===== src/rtl/icache_line_filler.sv =====
// icache_line_filler: fetches demand-miss lines into the icache arrays and, when
// ICACHE_NEXT_LINE_PREFETCH_EN is defined, prefetches the next sequential line.
module icache_line_filler #(
   parameter int  s_index  = 3,
   parameter int  s_offset = 5,
   parameter int  s_line   = 256,
   localparam int s_tag    = 32 - s_index - s_offset
) (
   input  logic               clk_i,
   input  logic               rst_ni,
   input  logic               miss_req_i,
   input  logic [31:0]        miss_addr_i,
   output logic               miss_ready_o,
   output logic               fill_done_o,
   output logic               pmem_read_o,
   output logic [31:0]        pmem_address_o,
   input  logic               pmem_resp_i,
   input  logic [s_line-1:0]  pmem_rdata_i,
   output logic               load_o,
   output logic [s_index-1:0] windex_o,
   output logic [s_tag-1:0]   fill_tag_o,
   output logic [s_line-1:0]  fill_line_o,
   output logic [s_index-1:0] next_set_o,
   input  logic               next_valid_i,
   input  logic [s_tag-1:0]   next_tag_i,
   output logic               next_load_o,
   output logic [s_index-1:0] pref_set_o,
   output logic [s_tag-1:0]   pref_tag_o,
   output logic [s_line-1:0]  pref_line_o
);

   typedef enum logic [2:0] {
      IDLE,
      DREQ,
      DWRITE,
      PCHECK,
      PREQ,
      PWRITE
   } state_e;

   state_e            state_q, state_d;
   logic [31:0]       line_addr_q, line_addr_d;
   logic [s_line-1:0] data_q, data_d;
   logic [31:0]       miss_line;

   // Offset bits of the miss address never matter; the line is always aligned.
   logic unused_offset_bits;
   assign unused_offset_bits = ^miss_addr_i[s_offset-1:0];
   assign miss_line = {miss_addr_i[31:s_offset], {s_offset{1'b0}}};

`ifdef ICACHE_NEXT_LINE_PREFETCH_EN
   logic [31:0]      pf_addr_q, pf_addr_d;
   logic [s_tag-1:0] pf_tag;

   // Next-line address wraps modulo 2^32, so the top line prefetches line 0.
   assign pf_addr_d = (state_q == IDLE && miss_req_i) ? (miss_line + (32'd1 << s_offset)) : pf_addr_q;
   assign pf_tag    = pf_addr_q[31 -: s_tag];

   always_ff @(posedge clk_i or negedge rst_ni) begin
      if (!rst_ni) begin
         pf_addr_q <= '0;
      end else begin
         pf_addr_q <= pf_addr_d;
      end
   end

   assign next_set_o  = pf_addr_q[s_offset +: s_index];
   assign pref_set_o  = pf_addr_q[s_offset +: s_index];
   assign pref_tag_o  = pf_tag;
   assign pref_line_o = data_q;
`else
   logic unused_probe_inputs;
   assign unused_probe_inputs = ^{next_valid_i, next_tag_i};

   assign next_set_o  = '0;
   assign pref_set_o  = '0;
   assign pref_tag_o  = '0;
   assign pref_line_o = '0;
`endif

   always_ff @(posedge clk_i or negedge rst_ni) begin
      if (!rst_ni) begin
         state_q     <= IDLE;
         line_addr_q <= '0;
         data_q      <= '0;
      end else begin
         state_q     <= state_d;
         line_addr_q <= line_addr_d;
         data_q      <= data_d;
      end
   end

   always_comb begin
      state_d        = state_q;
      line_addr_d    = line_addr_q;
      data_d         = data_q;
      miss_ready_o   = 1'b0;
      fill_done_o    = 1'b0;
      pmem_read_o    = 1'b0;
      pmem_address_o = '0;
      load_o         = 1'b0;
      next_load_o    = 1'b0;

      unique case (state_q)
         IDLE: begin
            miss_ready_o = 1'b1;
            if (miss_req_i) begin
               line_addr_d = miss_line;
               state_d     = DREQ;
            end
         end
         DREQ: begin
            pmem_read_o    = 1'b1;
            pmem_address_o = line_addr_q;
            if (pmem_resp_i) begin
               data_d  = pmem_rdata_i;
               state_d = DWRITE;
            end
         end
         DWRITE: begin
            load_o      = 1'b1;
            fill_done_o = 1'b1;
`ifdef ICACHE_NEXT_LINE_PREFETCH_EN
            state_d     = PCHECK;
`else
            state_d     = IDLE;
`endif
         end
`ifdef ICACHE_NEXT_LINE_PREFETCH_EN
         // A resident next line is left alone; no memory request is issued.
         PCHECK: begin
            if (next_valid_i && (next_tag_i == pf_tag)) begin
               state_d = IDLE;
            end else begin
               state_d = PREQ;
            end
         end
         PREQ: begin
            pmem_read_o    = 1'b1;
            pmem_address_o = pf_addr_q;
            if (pmem_resp_i) begin
               data_d  = pmem_rdata_i;
               state_d = PWRITE;
            end
         end
         PWRITE: begin
            next_load_o = 1'b1;
            state_d     = IDLE;
         end
`endif
         default: begin
            state_d = IDLE;
         end
      endcase
   end

   assign windex_o    = line_addr_q[s_offset +: s_index];
   assign fill_tag_o  = line_addr_q[31 -: s_tag];
   assign fill_line_o = data_q;

endmodule

===== config.mk =====
export PLATFORM = sky130hd
export DESIGN_NAME = icache_line_filler
export DESIGN_NICKNAME = d
export VERILOG_FILES = /design/src/rtl/icache_line_filler.sv
export SDC_FILE = /design/constraint.sdc
export NUM_CORES = 1
export LEC_CHECK = 0
export ABC_AREA = 1
export CORE_AREA = 2 2 354 356
export CTS_CLUSTER_DIAMETER = 60
export CTS_CLUSTER_SIZE = 20
export DETAILED_ROUTE_END_ITERATION = 8
export DIE_AREA = 0 0 356 358
export PLACE_DENSITY = 0.4
export SLEW_MARGIN = 20
export SYNTH_ARGS = -nofsm -noshare
export SYNTH_HDL_FRONTEND = slang
export SYNTH_SLANG_ARGS = --single-unit

===== constraint.sdc =====
create_clock -name clk_i -period 1.9 [get_ports clk_i]
set_input_delay 0.38 -clock clk_i [delete_from_list [all_inputs] [get_ports clk_i]]
set_output_delay 0.38 -clock clk_i [all_outputs]
set_load 0.03 [all_outputs]

==> metrics.cfg, run 1 <==
[floorplan]
die_w_um = 356
start_util_pct = 11.53
rows = 129
die_area_mm2 = 0.1274
ios = 923
core_mm2 = 0.1233
die_h_um = 358

[clocking]
htree_num_levels = 2
clkLatencyLatePin_ns = 0.61
cts_root_buf = clkbuf_16
cts.clk_slew.worst_paths_ns = 0.06
clkSinkCount = 285
cts_made_buffers = 46
cts_buffer_depth = 3
cts_tree = built

[timing]
hold_viol = 0
rsz0062_at_grt = yes
maxSlewViolCount = 0
fin_crit_sh_pct = 105.4
tightest_slew_ns = 0.7716
fin_skew_ns = 0.02674
finalCriticalPeriod_ns = 2.002
setup_viol_count_final = 31
fmax_mhz = 499.5
max_slew_margin_pct = 48.56
worst_slack_ns = -0.1019

[detailed_routing]
drt-initial-drc-count = 542
drc_errors = 0
viasPerCell = 3.211
wl_per_cell_um = 15.65
wl_um = 60870
antenna_left = 0
first_pass_iters = 7
dr_total_vias = 12490

[outcome]
violations = negative setup slack
outcome = complete, but fails checks

[place]
place_congestion = 0.7331
place_area_mm2 = 0.02109
numPortBuffers = 600
dp_hpwl_um = 43490

[setup_path]
cp_slowest_cell = dfrtp_4
crit_arrival_ns = 1.62
crit_fanout = 10
path_delay_family = flip-flops
worstPathRequired_ns = 1.52
critPathKind = flip-flop to primary output
end_kind = primary output
path_cells = nand2_8 > buf_8 > nor2_1 > buf_4
start_kind = flip-flop
crit_path_max_incr_delay_ns = 0.54
timing.critical_path.buf_inv = 2

[layout]
areaGrowthSynthToFinish_pct = 59.57
nFillCells = 13960
drive_gt1_share_pct = 10.13
design_area_mm2 = 0.02268
nNetsFinal = 2532

[synthesis]
ys_seq_elements = 285
synth_area_leaders = dfrtp_1, buf_4, nand2_1
synth.avg_cell_area_um2 = 8.796
syn_area_mm2 = 0.01421
synthDominantCellAreaShare_pct = 50.18
yosysWarnings = 0
synthDistinctLibCells = 16
syn_inst = 1616
seq_area_frac_synth_pct = 50.18
synth_area_leader_cell = dfrtp_1

[power]
power_w = 0.03822
peakVddDrop_mv = 0.6866
cellLeakagePower_nw = 11.33
power.density_mw_per_mm2 = 1685

[global_route]
grt.total_usage_pct = 8.803
grt_max_degree = 118
grt_pass1_vias = 12050
grt_pass1_wl_um = 84040
antenna_found_initial = 7
gr-total-overflow = 0

[min_path]
min_path_type = input port to flip-flop

[job]
drv_cap = 0

==> synth_stat cells <==
cell type,instances
buf_2,86
buf_4,300
buf_6,22
clkbuf_1,10
conb_1,1
dfrtp_1,285
inv_1,29
inv_2,1
nand2_1,567
nand2_2,1
nand3_1,27
nand3_2,1
nand4_1,256
nor2_1,28
nor2_2,1
o21ai_0,1
==> stage by stage <==
step                      setup TNS (ns)  utilization, %  worst slack [ns]  cells  hold WS, ns
final                             -2.602           18.39           -0.1019   3889      0.08244
after global routing              -5.710           18.39           -0.2081   3888      0.04112
after CTS                         -5.926           18.23           -0.2495   3879     0.009188
after detailed placement               0           17.11            0.2662   3793       0.3114
after global placement                 0           17.11            0.2537   3793       0.3193
after floorplan                        0               -            0.1629   1907      0.08441
==> worst min-delay path: stages <==
cell and delay, ns:
buf_8 0.13, nand4_1 0.09, nand2_1 0.05
==> sequential cells by signal, summed over array words and instances, names as in the netlist <==
register and flops:
fill_line_o 256, state_q 2, line_addr_q 27
==> worst paths after layout <==
path,slack (ns),from,depth (start not counted),endpoint
max in group asynchronous,0.91,rst_ni,4,fill_line_o[202]
worst min register to register,0.46,fill_line_o[111],2,fill_line_o[111]
worst max register to register,0.13,state_q[1],8,fill_line_o[43]
worst min-delay path,0.08,pmem_resp_i,3,fill_line_o[227]
worst max-delay path,-0.10,state_q[0],4,pmem_address_o[8]
min in group asynchronous,0.27,rst_ni,2,fill_line_o[76]
==> cell families (layout without fill, tap and decap cells) <==
kind of cell,Yosys count,in the layout,share of synthesized area [%]
compound gates,1,1,0.03518
buf+inv,448,791,21.67
flops,285,285,50.18
other cells,1,294,0.02638
simple gates,881,881,28.09
==> power by group <==
group	switching, W	total, W	internal, W
clock	0.00346	0.00879	0.00533
combinational	0.0129	0.0186	0.00564
sequential	0.00176	0.0109	0.00911
total	0.0181	0.0382	0.0201
==> cell type report <==
cell class              count  area [um2]  area share (%)
repair buffers            678        6610           29.14
clock buffers              57        1262           5.566
inverters                  30       120.1          0.5296
well taps                1637        2048           9.031
flip-flops and latches    285        7141           31.48
multi-input cells        1174        5177           22.83
diodes                      2       5.005         0.02207
clock inverters            26       316.6           1.396
==> routing by layer <==
metal,GRT usage [%],wire length [um]
met2,13.93,28390
met5,0,35
met3,2.992,5194
met1,11.14,25780
met4,2.987,1465
==> cell usage in the layout (no fill, tap or decap), types with 2 or more instances in the layout <==
cell / synthesis / layout
clkinvlp_4: 0 / 4
inv_8: 0 / 3
conb_1: 1 / 292
buf_16: 0 / 2
bufinv_16: 0 / 4
buf_12: 0 / 19
clkinv_8: 0 / 2
nand2_1: 567 / 566
nor2_2: 1 / 4
buf_8: 0 / 5
diode_2: 0 / 2
clkinv_2: 0 / 6
nand3_1: 27 / 27
clkbuf_1: 10 / 4
inv_6: 0 / 2
clkbuf_16: 0 / 48
clkdlybuf4s15_2: 0 / 16
clkbuf_8: 0 / 7
nor2_4: 0 / 7
nor2_1: 28 / 18
buf_6: 22 / 17
inv_1: 29 / 29
nand4_1: 256 / 256
clkdlybuf4s50_1: 0 / 284
clkinv_4: 0 / 5
dfrtp_1: 285 / 280
dfrtp_2: 0 / 4
clkdlybuf4s15_1: 0 / 4
buf_4: 300 / 67
dlygate4sd2_1: 0 / 260
==> repair_timing <==
item | 4_1_cts | 5_1_grt
gates resized for setup | 343 | 29
pin swaps | 3 | 0
cloned | 0 | 2
buffers inserted | 2 | 6
hold buffers | 1 | 0
endpoints found under the setup margin | 312 | 75
endpoints found under the hold margin | 62 | 0
No activity file was read; power rests on OpenSTA's default activity.
==> run 2, diff against run 1 <==
CAP_MARGIN = 20   (was unset)
==> results of run 2 <==
The final DEF is identical to that of run 1; final timing and power are the same.
